**config.mk**
```make
export PLATFORM = sky130hd
export DESIGN_NAME = score_counter
export DESIGN_NICKNAME = d
export VERILOG_FILES = /design/src/rtl/score_pkg.sv /design/src/rtl/rising_edge_detect.sv /design/src/rtl/score_counter.sv
export SDC_FILE = /design/constraint.sdc
export NUM_CORES = 1
export LEC_CHECK = 0
export CAP_MARGIN = 10
export CELL_PAD_IN_SITES_DETAIL_PLACEMENT = 1
export CELL_PAD_IN_SITES_GLOBAL_PLACEMENT = 1
export CORE_MARGIN = 8
export CORE_UTILIZATION = 45
export DETAILED_ROUTE_END_ITERATION = 8
export GPL_ROUTABILITY_DRIVEN = 0
export GPL_TIMING_DRIVEN = 0
export PLACE_DENSITY = 0.91
export SYNTH_ARGS = -nofsm -noshare
export SYNTH_HDL_FRONTEND = slang
export SYNTH_SLANG_ARGS = --single-unit
```
**constraint.sdc**
```tcl
create_clock -name i_Clk -period 9.4 [get_ports i_Clk]
set_input_delay 1.88 -clock i_Clk [delete_from_list [all_inputs] [get_ports i_Clk]]
set_output_delay 1.88 -clock i_Clk [all_outputs]
set_load 0.01 [all_outputs]
```
**src/rtl/score_pkg.sv**
```systemverilog
// rtl/score_pkg.sv - shared widths, defaults and FSM state type for the score keeper
package score_pkg;

   localparam int SCORE_W           = 7;
   localparam int DEFAULT_MAX_SCORE = 99;

   typedef enum logic [1:0] {
      S_IDLE,
      S_PLAYING,
      S_GAME_OVER
   } score_state_t;

endpackage

```
**src/rtl/rising_edge_detect.sv**
```systemverilog
// rtl/rising_edge_detect.sv - one-cycle pulse on each 0->1 transition of a level input
module rising_edge_detect (
   input  logic i_Clk,
   input  logic i_Rst_L,
   input  logic i_Sig,
   output logic o_Edge
);

   logic sig_q;

   always_ff @(posedge i_Clk or negedge i_Rst_L) begin
      if (!i_Rst_L) begin
         sig_q <= 1'b0;
      end else begin
         sig_q <= i_Sig;
      end
   end

   assign o_Edge = i_Sig & ~sig_q;

endmodule

```
**src/rtl/score_counter.sv**
```systemverilog
// rtl/score_counter.sv - saturating game score, session high score and game-over display alternation
module score_counter
   import score_pkg::*;
#(
   parameter int MAX_SCORE     = DEFAULT_MAX_SCORE,
   parameter int TOGGLE_CYCLES = 25_000_000
) (
   input  logic               i_Clk,
   input  logic               i_Rst_L,
   input  logic               i_Start,
   input  logic               i_Point,
   input  logic               i_Game_Over,
   output logic [SCORE_W-1:0] o_Score,
   output logic [SCORE_W-1:0] o_High_Score,
   output logic               o_Showing_High,
   output logic               o_Max_Reached
);

   localparam int                 TOG_W    = $clog2(TOGGLE_CYCLES);
   localparam logic [TOG_W-1:0]   TOG_LAST = TOG_W'(TOGGLE_CYCLES - 1);
   localparam logic [SCORE_W-1:0] MAX_S    = SCORE_W'(MAX_SCORE);

   score_state_t       state_q, state_d;
   logic [SCORE_W-1:0] score_q, score_d;
   logic [SCORE_W-1:0] high_q, high_d;
   logic [TOG_W-1:0]   tog_q, tog_d;
   logic               show_q, show_d;
   logic               point_edge;
   logic [SCORE_W-1:0] score_inc;

   rising_edge_detect u_point_edge (
      .i_Clk   (i_Clk),
      .i_Rst_L (i_Rst_L),
      .i_Sig   (i_Point),
      .o_Edge  (point_edge)
   );

   always_ff @(posedge i_Clk or negedge i_Rst_L) begin
      if (!i_Rst_L) begin
         state_q <= S_IDLE;
         score_q <= '0;
         high_q  <= '0;
         tog_q   <= '0;
         show_q  <= 1'b0;
      end else begin
         state_q <= state_d;
         score_q <= score_d;
         high_q  <= high_d;
         tog_q   <= tog_d;
         show_q  <= show_d;
      end
   end

   // Saturating increment; also feeds the high-score compare so a point arriving
   // with game over is counted before the compare.
   assign score_inc = (point_edge && (score_q < MAX_S)) ? score_q + SCORE_W'(1) : score_q;

   always_comb begin
      state_d = state_q;
      score_d = score_q;
      high_d  = high_q;
      tog_d   = tog_q;
      show_d  = show_q;
      case (state_q)
         S_IDLE: begin
            if (i_Start) begin
               state_d = S_PLAYING;
               score_d = '0;
            end
         end
         S_PLAYING: begin
            if (i_Game_Over) begin
               state_d = S_GAME_OVER;
               score_d = score_inc;
               high_d  = (score_inc > high_q) ? score_inc : high_q;
               tog_d   = '0;
               show_d  = 1'b0;
            end else if (i_Start) begin
               score_d = '0;
            end else begin
               score_d = score_inc;
            end
         end
         S_GAME_OVER: begin
            if (i_Start) begin
               state_d = S_PLAYING;
               score_d = '0;
               tog_d   = '0;
               show_d  = 1'b0;
            end else if (tog_q == TOG_LAST) begin
               tog_d  = '0;
               show_d = ~show_q;
            end else begin
               tog_d = tog_q + TOG_W'(1);
            end
         end
         default: begin
            state_d = S_IDLE;
         end
      endcase
   end

   assign o_Score        = show_q ? high_q : score_q;
   assign o_High_Score   = high_q;
   assign o_Showing_High = show_q;
   assign o_Max_Reached  = (score_q == MAX_S);

endmodule
```
==> results of run 1 <==
==> stage by stage <==
| step | setup WS, ns | util, % | cell area [um^2] | cells |
|---|---|---|---|---|
| after detailed placement | 4.23 | 52.0 | 2850 | 365 |
| after global placement | 4.35 | 51.7 | 2830 | 364 |
| final | 4.55 | 53.6 | 2930 | 374 |
| after floorplan | 5.22 | - | 2540 | 272 |
| after global routing | 4.38 | 53.6 | 2930 | 374 |
| after CTS | 4.53 | 53.5 | 2930 | 373 |
==> final timing paths <==
path | startpoint | to | slack (ns) | cells past startpoint
min in group asynchronous | i_Rst_L | o_High_Score[3]$_DFFE_PN0P_ | 1.40 | 1
max in group asynchronous | i_Rst_L | tog_q[18]$_DFFE_PN0P_ | 7.54 | 2
setup / recovery | i_Point | o_High_Score[2]$_DFFE_PN0P_ | 4.55 | 10
hold reg to reg | tog_q[22]$_DFFE_PN0P_ | tog_q[22]$_DFFE_PN0P_ | 0.51 | 1
hold / removal | tog_q[22]$_DFFE_PN0P_ | tog_q[22]$_DFFE_PN0P_ | 0.51 | 1
setup reg to reg | score_q[0]$_DFFE_PN0P_ | o_High_Score[2]$_DFFE_PN0P_ | 5.90 | 9
==> power groups by stage <==
stage / Clock (mW) / Combinational [mW] / Sequential, mW
after floorplan: 0 / 0.0642 / 0.210
after global placement: 0 / 0.0976 / 0.211
after detailed placement: 0 / 0.104 / 0.212
after CTS: 0.122 / 0.106 / 0.209
after global routing: 0.128 / 0.115 / 0.211
final: 0.121 / 0.105 / 0.209
==> placed cells by master, fill, tap and decap left out, types with 3 or more instances in the layout <==
master / instances
dfrtp_1: 43
nand2_1: 31
a31oi_1: 20
a21oi_1: 19
clkdlybuf4s50_1: 19
mux2_2: 16
nand3_1: 16
inv_1: 14
nor2_1: 11
o21ai_0: 9
ha_1: 9
clkbuf_1: 6
nand2b_1: 6
a41oi_1: 6
nor3_1: 5
a22o_1: 5
and2_1: 5
clkbuf_8: 5
nand4_1: 4
o21a_1: 3
nor4_1: 3
mux2i_1: 3
buf_2: 3
buf_6: 3
o2bb2ai_1: 3
and3_1: 3
clkinv_2: 3
==> worst max-delay path: stages <==
cell,delay (ns)
clkdlybuf4s50_1,0.47
nor2b_1,0.22
nand2_1,0.15
nor3_1,0.25
mux2_2,0.39
ha_1,0.30
nand3_1,0.11
o21bai_1,0.20
a211oi_2,0.66
mux2_2,0.41
==> layout make-up <==
cell class	count	area (um^2)	area share [%]
buffer	11	66.3	2.26
clock buffer	5	68.8	2.35
clock inverter	3	15.0	0.512
inverter	14	52.6	1.79
multi-input combinational	204	1350	45.8
sequential	43	1080	36.7
tap	72	90.1	3.07
timing repair buffer	22	220	7.51
==> flip-flops by register name, summed over array words and instances (netlist names) <==
signal	cells
score_q	7
state_q	2
tog_q	25
o_High_Score	7
o_Showing_High	1
u_point_edge.sig_q	1
==> layer usage <==
layer	share of wire (%)	global-route usage, %
met1	45	23.2
met2	48	27.8
met3	4.8	3.46
met4	1.4	5.46
met5	0	0
==> cell families (layout without fill, tap and decap cells) <==
family / after synthesis / count (layout) / share of synthesized area, %
flip-flops: 43 / 43 / 42.4
buffers and inverters: 25 / 55 / 4.68
AND/OR/NAND/NOR: 92 / 92 / 17.9
XOR/XNOR: 4 / 4 / 1.38
adder cells (fa/ha/maj): 9 / 9 / 4.43
multiplexers: 19 / 19 / 8.28
AO/OA/AOI/OAI: 80 / 80 / 21.0
==> results.md, run 1 <==
* Remaining Overflow, GRT at 0
* Placement Rows at 27
* Pwr Total at 436 uW
* Number of setup buffers added after CTS at 0
* Net Count, Synth at 286
* RSZ-0062 raised after global routing: no
* Fill cells at 655
* Maximum VDD drop at 0.0837 mV
* Final setup TNS at 0 ns
* Via Count at 2303
* P_sw at 146 uW
* Power share of the combinational group at 24.2%
* Synthesized area per cell at 9.34 um^2
* Worst Setup End Kind: register
* CORE AREA at 5470 um^2
* Remaining DRCs at 0
* Critical Path AT at 5.05 ns
* Chip width at 91.1 um
* First-pass GRT wire length at 11.9 mm
* PwrDens at 149 nW/um^2
* Most instantiated library cell after synthesis: dfrtp_1
* Port buffer count at 20
* Post-DRT Antenna Nets at 0
* Setup crit start kind: input pin
* TritonCTS clock tree: built
* Vias/cell at 6.16
* Max H-tree Level at 2
* Worst hold path class: reg2reg
* Drt total wl at 7.19 mm
* YS warnings at 0
* Clk root buf: clkbuf_8
* EDFF count, synth at 0
* Sequential Power Share at 48.0%
* FFs w/ async S/R, synth at 100%
* Total track usage at 17.4%
* Synthesis-to-layout area growth at 15.5%
* Clk pwr share at 27.8%
* Main synth FF type: dfrtp_1
* Post-synth top area share at 42.4%
* # diodes at 0
* Synth area leaders: dfrtp_1 (42%), mux2_2 (7.1%), a31oi_1 (4.9%)
* Maxcap violations at 0
* Slew @ Worst Pin at 1.15 ns
* CTS Buffer Depth at 2
* Setup Skew at 0.0122 ns
* Initial antenna violation count at 0
* Cell variety after synth at 43
* Seq/Total Area, Yosys at 42.4%
* P_leak at 1.23 nW
* Clock Pin Slew Worst Setup and Hold Paths at 0.09 ns
* Die Height at 91.1 um
* Initial DRT Pass Iterations at 5
* Share of cells above drive strength 1 at 11.3%
* Drt initial violations at 124
* Crit path max fanout at 7
* Switching share of total power at 33.6%
* CTS Buf Count at 5
* CTS-repair resized insts at 0
* Avg WL per Cell at 19.2 um
* Post-synth top area cell: dfrtp_1
* Max Slew Vio Count at 0
* Synthesized cell area at 2540 um^2
* Final net count at 315
* Crit share post-route at 51.6%
* Hold Slack at 0.509 ns
* Sink Count at 43
* Initial Util at 46.4%
* Vias in the first global route at 2338
* Clock Latency Late Sink at 0.31 ns
* Post-DP HPWL at 5.10 mm
* Max_slew headroom at 22.5%
* Period minus WS final at 4.85 ns
* Die area at 8300 um^2
* Final Hold Vio Count at 0
* Critical Path RT at 9.59 ns
* Hold Buf Count CTS at 0
* Gate Count Post-Synth at 272
* Final setup violation count at 0
* Outcome: completed
* Largest net degree at the start of global routing at 40
* Achievable frequency at 0.206 GHz
* CP Class: in2reg
* IO Count at 21
* Synth cell count leaders: dfrtp_1 (43), nand2_1 (31), a31oi_1 (20)
* Flops & latches, synth at 43
* Cell internal pwr at 290 uW
(Power assumes the default switching activity.)
==> run 2, diff against run 1 <==
Clock period 9.4 ns to 4.55 ns, I/O delays scaled along.
==> results of run 2 <==
Same layout as run 1 (identical final DEF). Status: completed.
Among the figures that moved: setup slack after placement 4.23 ns -> 0.347 ns; clock-pin slew on the worst setup and hold paths 0.09 ns -> 0.08 ns; setup slack after layout 4.55 ns -> 0.668 ns; hold slack 0.509 ns -> 0.434 ns; register-to-register setup slack 5.90 ns -> 1.05 ns; total power 0.436 mW -> 0.901 mW; worst IR drop on VDD 0.0837 mV -> 0.173 mV
==> run 3, diff against run 2 <==
Settings changed: SLEW_MARGIN from default to 20.
==> results.md, run 3 (synthesis gave the netlist of run 1 again) <==
* Setup Skew at 0.0106 ns
* Remaining Overflow, GRT at 0
* Period minus WS final at 3.92 ns
* Reg2Reg Capture Point: o_High_Score[2]$_DFFE_PN0P_
* Critical Path RT at 4.74 ns
* Placement Rows at 27
* Sink Count at 43
* Post-Route Utilization at 54.4%
* Via Count at 2286
* Drt total wl at 7.52 mm
* Setup crit start kind: input pin
* Crit path max fanout at 7
* Top reg by flops: tog_q
* Die Height at 91.1 um
* Clock Latency Late Sink at 0.31 ns
* TritonCTS clock tree: built
* Crit share post-route at 86.2%
* Max_slew headroom at 37.1%
* Most frequent cells in the layout: dfrtp_1 (43), nand2_1 (31), a31oi_1 (20)
* Post-DP HPWL at 5.09 mm
* Outcome: completed
* PwrDens at 326 nW/um^2
* Fill cells at 653
* Post-DRT Antenna Nets at 0
* Worst hold path class: reg2reg
* R2R cell count at 9
* Achievable frequency at 0.255 GHz
* Maxcap violations at 0
* Share of cells above drive strength 1 at 11.6%
* Chip width at 91.1 um
* Largest net degree at the start of global routing at 29
* CORE AREA at 5470 um^2
* Initial DRT Pass Iterations at 4
* CTS-repair resized insts at 0
* Drt initial violations at 155
* Hold wc startpoint: tog_q[22]$_DFFE_PN0P_
* CTS Buffer Depth at 2
* Pwr Total at 970 uW
* Hold path endpoint: tog_q[22]$_DFFE_PN0P_
* Largest register FFs at 25
* Die area at 8300 um^2
* Port buffer count at 20
* Worst Setup End Kind: register
* Maximum VDD drop at 0.142 mV
* Initial antenna violation count at 0
* CTS Buf Count at 5
* Remaining DRCs at 0
* Synthesis-to-layout area growth at 17.1%
* Final Hold Vio Count at 0
* Setup WS pre-CTS at 0.359 ns
* Slew @ Worst Pin at 0.936 ns
* Hold Buf Count CTS at 0
* Final worst setup slack at 0.629 ns
* First-pass GRT wire length at 12.7 mm
* Worst R2R Start: score_q[0]$_DFFE_PN0P_
* Final net count at 314
* Max Slew Vio Count at 0
* Initial Util at 46.4%
* P_leak at 1.24 nW
* Total track usage at 18.6%
* Critical Path AT at 4.11 ns
* Max H-tree Level at 2
* Vias in the first global route at 2493
* Hold Slack at 0.513 ns
* Final setup TNS at 0 ns
* # diodes at 0
* Commonest non-fill, non-tap cell in the layout: dfrtp_1
* RSZ-0062 raised after global routing: no
* Final setup violation count at 0
* Avg WL per Cell at 20.2 um
* Clock Pin Slew Worst Setup and Hold Paths at 0.08 ns
* IO Count at 21
* CP Class: in2reg
* Reg2Reg Setup Slack at 1.01 ns
* Clk root buf: clkbuf_8
* Vias/cell at 6.13
* Hold path depth at 1
* Number of setup buffers added after CTS at 0
run 3: critical path, cell delays in order:
cell             delay, ns
clkdlybuf4s50_1       0.47
nor2b_1               0.25
o21a_1                0.35
mux2_2                0.39
ha_1                  0.28
nand3_1               0.10
o22ai_1               0.19
o21bai_1              0.11
a211oi_2              0.65
mux2_2                0.41
run 3: area by class of cell:
cell class              count  area (um^2)  share of cell area, %
plain buffers              11         66.3                   2.23
clock buffers               6         82.6                   2.78
clock inverters             2         35.0                   1.18
inverters                  14         52.6                   1.77
multi-input cells         204         1360                   45.6
flip-flops and latches     43         1080                   36.2
well taps                  72         90.1                   3.03
repair buffers             21          215                   7.23
run 3: worst max path at each step:
stage,from,to,slack [ns],depth (start not counted)
3_5_place_dp,i_Point,o_High_Score[2]$_DFFE_PN0P_,0.36,10
4_1_cts,i_Point,o_High_Score[2]$_DFFE_PN0P_,0.62,10
6_report,i_Point,o_High_Score[2]$_DFFE_PN0P_,0.63,10
5_1_grt,i_Point,o_High_Score[5]$_DFFE_PN0P_,0.51,10
3_3_place_gp,i_Point,o_High_Score[1]$_DFFE_PN0P_,0.47,10
2_1_floorplan,i_Point,o_High_Score[1]$_DFFE_PN0P_,1.34,9
run 3: metal layers:
layer / routed length, um / GRT usage [%] / vias to the layer above
met5: 0 / 0 / -
met4: 80 / 6.14 / 0
met3: 311 / 3.95 / 8
met2: 3830 / 31.2 / 39
met1: 3290 / 23.2 / 1169
li1: - / - / 1070
run 3: stage by stage:
step                std cells  cell area [um^2]
detailed placement        365              2850
CTS                       373              2970
floorplan                 272              2540
global placement          364              2830
global route              373              2980
finish                    373              2980
run 3: where the power goes:
group	switching [mW]	internal (mW)	leakage, nW
clock	0.141	0.178	0.0612
combinational	0.131	0.0888	0.582
sequential	0.0287	0.404	0.592
total	0.300	0.671	1.24
